===== src/rtl/serial_sort_engine.sv =====
// Frame-based serial sorter: loads DEPTH signed words, bubble-sorts them through a
// circulating shift register and a hold register, then drains them in order.
// Optional build macro SORT_EARLY_EXIT_EN ends SORT after the first pass with no swaps.
module serial_sort_engine #(
  parameter int WIDTH = 32,
  parameter int DEPTH = 10
) (
  input  logic             clk,
  input  logic             rst_n,
  input  logic             in_valid,
  output logic             in_ready,
  input  logic [WIDTH-1:0] in_data,
  input  logic             desc_i,
  output logic             out_valid,
  input  logic             out_ready,
  output logic [WIDTH-1:0] out_data,
  output logic             out_last,
  output logic             busy
);

  localparam int CW = $clog2(DEPTH + 1);
  localparam logic [CW-1:0] LAST_IDX  = CW'(DEPTH - 1);
  localparam logic [CW-1:0] LAST_STEP = CW'(DEPTH);
  localparam logic [CW-1:0] LAST_PASS = CW'(DEPTH - 2);

  typedef enum logic [1:0] {
    LOAD,
    SORT,
    DRAIN
  } state_t;

  state_t state, state_next;

  logic signed [WIDTH-1:0] sr [DEPTH];
  logic signed [WIDTH-1:0] hold;
  logic signed [WIDTH-1:0] tail;
  logic signed [WIDTH-1:0] sr_in;
  logic [CW-1:0]           cnt;
  logic [CW-1:0]           step;
  logic [CW-1:0]           pass;
  logic                    desc;
  logic                    ready_q;
  logic                    shift_en;
  logic                    in_fire;
  logic                    out_fire;
  logic                    swap;
  logic                    sort_done;

  assign tail     = sr[DEPTH-1];
  assign in_fire  = in_valid && ready_q;
  assign out_fire = out_valid && out_ready;

  // The hold word keeps its place (is "swapped" past the tail) only when it strictly
  // wins in the active order, so equal words never change relative order.
  assign swap = desc ? (hold < tail) : (hold > tail);

`ifdef SORT_EARLY_EXIT_EN
  logic swapped;

  always_ff @(posedge clk or negedge rst_n) begin
    if (!rst_n) begin
      swapped <= 1'b0;
    end else if (state == SORT) begin
      if (step == '0) begin
        swapped <= 1'b0;
      end else if (step != LAST_STEP && swap) begin
        swapped <= 1'b1;
      end
    end
  end

  assign sort_done = (pass == LAST_PASS) || !swapped;
`else
  assign sort_done = (pass == LAST_PASS);
`endif

  always_ff @(posedge clk or negedge rst_n) begin
    if (!rst_n) begin
      state <= LOAD;
    end else begin
      state <= state_next;
    end
  end

  // Pass layout: step 0 pulls the tail into hold (a zero bubble enters stage 0),
  // steps 1..DEPTH-1 compare, step DEPTH writes hold back as the bubble falls off.
  always_comb begin
    state_next = state;
    shift_en   = 1'b0;
    sr_in      = tail;
    case (state)
      LOAD: begin
        if (in_fire) begin
          shift_en = 1'b1;
          sr_in    = in_data;
          if (cnt == LAST_IDX) state_next = SORT;
        end
      end
      SORT: begin
        shift_en = 1'b1;
        if (step == '0) begin
          sr_in = '0;
        end else if (step == LAST_STEP) begin
          sr_in = hold;
          if (sort_done) state_next = DRAIN;
        end else begin
          sr_in = swap ? tail : hold;
        end
      end
      DRAIN: begin
        if (out_fire) begin
          shift_en = 1'b1;
          if (cnt == LAST_IDX) state_next = LOAD;
        end
      end
      default: state_next = LOAD;
    endcase
  end

  always_ff @(posedge clk or negedge rst_n) begin
    if (!rst_n) begin
      for (int unsigned i = 0; i < DEPTH; i++) sr[i] <= '0;
    end else if (shift_en) begin
      sr[0] <= sr_in;
      for (int unsigned i = 1; i < DEPTH; i++) sr[i] <= sr[i-1];
    end
  end

  always_ff @(posedge clk or negedge rst_n) begin
    if (!rst_n) begin
      cnt     <= '0;
      step    <= '0;
      pass    <= '0;
      hold    <= '0;
      desc    <= 1'b0;
      ready_q <= 1'b0;
    end else begin
      ready_q <= (state_next == LOAD);
      case (state)
        LOAD: begin
          if (in_fire) begin
            if (cnt == '0) desc <= desc_i;
            cnt  <= (cnt == LAST_IDX) ? '0 : cnt + 1'b1;
            step <= '0;
            pass <= '0;
          end
        end
        SORT: begin
          if (step == LAST_STEP) begin
            step <= '0;
            pass <= pass + 1'b1;
          end else begin
            step <= step + 1'b1;
          end
          if (step == '0) begin
            hold <= tail;
          end else if (step != LAST_STEP && !swap) begin
            hold <= tail;
          end
        end
        DRAIN: begin
          if (out_fire) cnt <= (cnt == LAST_IDX) ? '0 : cnt + 1'b1;
        end
        default: ;
      endcase
    end
  end

  assign in_ready  = ready_q;
  assign out_valid = (state == DRAIN);
  assign out_data  = out_valid ? tail : '0;
  assign out_last  = out_valid && (cnt == LAST_IDX);
  assign busy      = (state != LOAD);

endmodule


===== config.mk =====
export PLATFORM = sky130hd
export DESIGN_NAME = serial_sort_engine
export DESIGN_NICKNAME = d
export VERILOG_FILES = /design/src/rtl/serial_sort_engine.sv
export SDC_FILE = /design/constraint.sdc
export NUM_CORES = 1
export LEC_CHECK = 0
export BUFFER_PORTS_ARGS = -buffer_cell sky130_fd_sc_hd__buf_2
export CORE_MARGIN = 2
export CORE_UTILIZATION = 40
export DETAILED_ROUTE_END_ITERATION = 7
export GPL_ROUTABILITY_DRIVEN = 0
export PLACE_DENSITY = 0.68
export SYNTH_ARGS = -nofsm -noshare
export SYNTH_HDL_FRONTEND = slang
export SYNTH_SLANG_ARGS = --single-unit

===== constraint.sdc =====
create_clock -name clk -period 8.3 [get_ports clk]
set_input_delay 0.83 -clock clk [delete_from_list [all_inputs] [get_ports clk]]
set_output_delay 0.83 -clock clk [all_outputs]
set_load 0.05 [all_outputs]

; Yosys cells after proc, flatten, opt, wreduce, memory -nomap -nowiden
; Index checks and enable logic that the tools add are counted.
[word_totals]
register_bits = 368
wordCells = 78
[classes]
addsub = 3
n_lt_le_gt_ge = 2
eq_ne = 9
mux = 29
reduce_logical = 18
[op_table]
columns = op, count
row1 = $mux W32, 7
row2 = $pmux W32 S2, 1
row3 = $gt A32 B32 Y1, 1
row4 = $lt A32 B32 Y1, 1
row5 = $mux W4, 6
row6 = $pmux W4 S2, 3
row7 = $mux W2, 7
row8 = $add A4 B1 Y4 const B, 3
row9 = $eq A4 B4 Y1 const B, 3
row10 = $reduce_and A3 Y1, 3
row11 = $logic_not A4 Y1, 2
row12 = $reduce_bool A2 Y1, 4
row13 = $pmux W2 S3, 1
row14 = $logic_and A1 B1 Y1, 4
row15 = $logic_not A2 Y1, 2
row16 = $ne A2 B2 Y1 const B, 2
row17 = $ne A4 B4 Y1 const B, 1
row18 = $reduce_and A2 Y1, 2
row19 = $mux W1, 3
row20 = $pmux W1 S3, 1
row21 = $eq A2 B1 Y1 const B, 1
row22 = $eq A2 B2 Y1 const B, 1
row23 = $ne A2 B1 Y1 const B, 1
row24 = $logic_not A1 Y1, 1

; Logic depth before layout (Yosys ltp)
[depth]
word_depth = 6
ltp_mapped = 12
ltp_nobuf = 10

; Worst setup path before layout
; OpenSTA, ideal clock, no wires.
[synth_timing]
path_kind = register to register
start = register sr, in the netlist tail[14]
end = register hold[10]
setup_ns = 0.125
arrival_time_ns = 2.661
required_ns = 8.175
setup_slack_ns = 5.514
stages_incl_launch_ff = 12
period_less_slack_ns = 2.786
path_cell_list = dfrtp_1 > inv_1 > ha_1 > a21oi_1 > nand2_1 > a221oi_2 > o2bb2ai_1 > o41ai_2 > nand3_1 > a31oi_4 > buf_12 > mux2_4
[synth_between]
elab_chain_cells = 6
[synth_lines]
columns = element, line_no
row1 = "start, declared", 34  ; logic signed [WIDTH-1:0] sr [DEPTH];
row2 = $gt A32 B32 Y1 / $lt A32 B32 Y1 (equally long branches), 55  ; assign swap = desc ? (hold < tail) : (hold > tail);
row3 = $mux W1 (*), 55
row4 = $logic_not A1 Y1 (*), 157  ; end else if (step != LAST_STEP && !swap) begin
row5 = $logic_and A1 B1 Y1 (*), 157
row6 = $reduce_bool A2 Y1 (no source line) (*), --
row7 = $reduce_and A2 Y1 (no source line) (*), --
row8 = "end signal, assigned", 156  ; hold <= tail;
row9 = "end signal, assigned", 158  ; hold <= tail;
row10 = "end, declared", 35  ; logic signed [WIDTH-1:0] hold;
; Every way passes the cells marked *; elsewhere a longest branch is shown, timed or not.
; A chain may end at the register's enable or synchronous reset.

; Worst setup path in the final report
[layout_timing]
start = register sr, in the netlist tail[15]
end = register hold[13]
; The elaborated chain is that of the path after synthesis.

==> flow_metrics.tcl <==
set metrics [dict create \
    crit_path_start "tail[15]" \
    reg2reg_slack_ns 4.35 \
    drt_iter0_markers 1017 \
    setup_viol 0 \
    cts_buffer_depth 3 \
    grt_usage_pct 17.6 \
    status "finished, final reports clean" \
    fp.dieH_um 204 \
    portBuffers 72 \
    critPathBufInv 2 \
    fin_crit_sh_pct 47.6 \
    synthMuxAreaShare_pct 3.17 \
    wl_per_cell_um 15.5 \
    rsz0062_at_grt "no" \
    worstMarginPinSlew_ns 1.18 \
    ys_types 49 \
    synth_edf_count 0 \
    h-tree-depth 2 \
    setup-tns-final_ns 0 \
    dr.pass1.iters 5 \
    yosys_most_used_dff "dfrtp_1" \
    synth_top_area_share_pct 57.5 \
    grt_max_degree 206 \
    ioPinCount 73 \
    viasPerCell 5.12 \
    hold_viol 0 \
    p_per_area_mw_per_mm2 415 \
    end_kind "register" \
    synth_top_family_by_area "simple AND/OR/NAND/NOR gates" \
    vias 11800 \
    cp.depth 10 \
    routed_wl_um 35800 \
    nets 1833 \
    synth-simple-area-share_pct 23.3 \
    min_path_type "input port to asynchronous set/reset pin" \
    drv_slew 0 \
    post-synth-top-count-cell "nand2_1" \
    max_freq_ghz 0.253 \
    max-cap-violations 0 \
    path_delay_family "compound AO/OA/AOI/OAI gates" \
    r2r_end "hold[13]" \
    fin_cells 2312 \
    insertion_delay_ns 0.54 \
    ys_seq_area_share_pct 57.5 \
    critPathCapture "hold[13]" \
    async_reset_ff_share_pct 100 \
    overflow 0 \
    max-slew-margin-rel_pct 21.2 \
    cts-resized-gates 0 \
    cts.sinks 368 \
    yosys.area.top_type "dfrtp_1" \
    drive_above_1_share_pct 10.9 \
    route.detailed.drc 0 \
    syn_inst 1736 \
    cts_buffers 38 \
    drtAntennaViolNets 0 \
    crit_path_max_incr_delay_ns 0.65 \
    synth_seq_cells 368 \
    synth_area_leaders "dfrtp_1 (58%), nand2_1 (20%), o211ai_1 (3.0%), ha_1 (2.9%), mux2_4 (2.8%)" \
    grt_pass1_vias 11800 \
    clkSlewWorstSetupHoldPaths_ns 0.06 \
    rr_worst_depth 10 \
    area_growth_pct 12.3 \
    core-area_sq_mm 0.0396 \
    fillers 3820 \
    worst-path-max-fanout 20 \
    yosys_warnings 0 \
    crit_type "register to register" \
    cts_root_buf "clkbuf_16" \
    start_kind "register" \
    cts_hold_buf 0 \
    initial_core_util_pct 40.4 \
    leakage_nw 9.25 \
    die-area_sq_mm 0.0416 \
    synth_compound_area_share_pct 9.28 \
    yosys-top-cells-count "nand2_1 (855), dfrtp_1 (368), clkbuf_1 (91), o21ai_0 (72), o211ai_1 (63)" \
    cts_tree "built" \
    critPathRequiredTime_ns 8.70 \
    cp_cell_sequence "inv_1 > ha_1 > nand4_1 > nor3_1 > o2111ai_1 > a41oi_2 > nand2_1 > a31oi_4 > buf_4 > mux2_4" \
    finalCriticalPeriod_ns 3.95 \
    finalClockSkew_ns 0.0238 \
    synth_nets 1810 \
    syn-cell-area_sq_mm 0.0160 \
    post-route-util_pct 45.3 \
    synth_fa_ha_area_share_pct 2.89 \
    ir_worst_vdd_uv 288 \
    r2r_start "tail[15]" \
    postCtsSetupBuffers 0 \
    antenna_cells 0 \
    critPathSlowestCell "a31oi_4" \
    grt_pass1_wl_um 60200 \
    dpl.hpwl_um 20900 \
    antenna_found_initial 2 \
    rows 73 \
    syn_avg_cell_area_sq_um 9.22 \
    arrival_ns 4.35 \
    dp_cells 2244 \
    chipWidth_um 204 \
    yosys.area_share.xor_xnor_pct 0.164 \
]
-- cells in the final DEF, fill, tap and decap left out, types with 6 or more instances in the layout --
master / netlist / final
dfrtp_1: 368 / 368
inv_1: 40 / 40
clkbuf_16: 0 / 39
nand3_1: 8 / 8
nor3_1: 6 / 6
buf_2: 3 / 71
nor2_1: 16 / 15
ha_1: 37 / 37
nand2_1: 855 / 854
a221o_1: 31 / 31
o211ai_1: 63 / 63
buf_4: 0 / 10
clkbuf_8: 0 / 10
and2_1: 34 / 33
clkinv_2: 0 / 10
mux2_4: 30 / 30
o21ai_0: 72 / 72
a21oi_1: 16 / 15
clkbuf_1: 91 / 7
-- worst reg2reg max path, cell delays in order, from the launching register on --
cell and delay (ns):
dfrtp_1 0.48, inv_1 0.10, ha_1 0.34, nand4_1 0.11, nor3_1 0.58, o2111ai_1 0.30
a41oi_2 0.26, nand2_1 0.13, a31oi_4 0.65, buf_4 0.53, mux2_4 0.35
-- logic make-up after synthesis --
| kind of cell | Yosys count |
|---|---|
| and+or+nand+nor | 943 |
| DFF | 368 |
| AOI/OAI and AO/OA | 208 |
| buffers and inverters | 142 |
| adders and majority gates | 37 |
| muxes | 35 |
| xor gates and xnor gates | 3 |
-- layout make-up --
type / instances / area [sq um] / area share [%]
repair buffers: 85 / 505 / 2.81
flip-flops and latches: 368 / 9210 / 51.2
inverters: 40 / 150 / 0.836
multi-input cells: 1226 / 6240 / 34.7
clock inverters: 12 / 66.3 / 0.369
clock buffers: 56 / 1140 / 6.34
well taps: 525 / 657 / 3.66
-- how the worst min path moves through the flow --
| stage | start | endpoint | slack, ns | depth (start not counted) |
|---|---|---|---|---|
| final | rst_n | sr[99] | 0.32 | 1 |
| after global routing | rst_n | sr[260] | 0.37 | 1 |
| after detailed placement | sr[294] | sr[262] | 0.45 | 2 |
| after global placement | sr[188] | sr[156] | 0.45 | 2 |
| after CTS | rst_n | sr[69] | 0.36 | 1 |
| after floorplan | sr[289] | sr[257] | 0.43 | 2 |
-- sequential cells by signal (all words and copies together), names as in the netlist --
name,cells
step,4
hold,32
sr,288
desc,1
state,2
cnt,4
pass,4
tail,32
in_ready,1
-- routing by layer --
metal  GRT usage, %  share of wire, %  vias up
li1               -                 -     5662
met4           5.31               2.3        2
met3           3.33               5.2       62
met2           27.1                45      249
met1           25.5                47     5857
met5              0             0.036        -
-- report_power, final --
group | internal (mW) | switching [mW]
Combinational | 0.852 | 1.93
Clock | 0.952 | 0.705
Sequential | 2.53 | 0.485
-- stage by stage --
step           hold slack (ns)  instance area [sq um]  total power [mW]  setup slack (ns)
2_1_floorplan            0.433                  16000              4.99              5.51
3_3_place_gp             0.445                  16800              5.72              4.23
3_5_place_dp             0.445                  16800              5.81              4.23
4_1_cts                  0.359                  18000              7.50              4.38
5_1_grt                  0.366                  18000              8.02              4.18
6_report                 0.321                  18000              7.45              4.35
(Power assumes the default switching activity.)
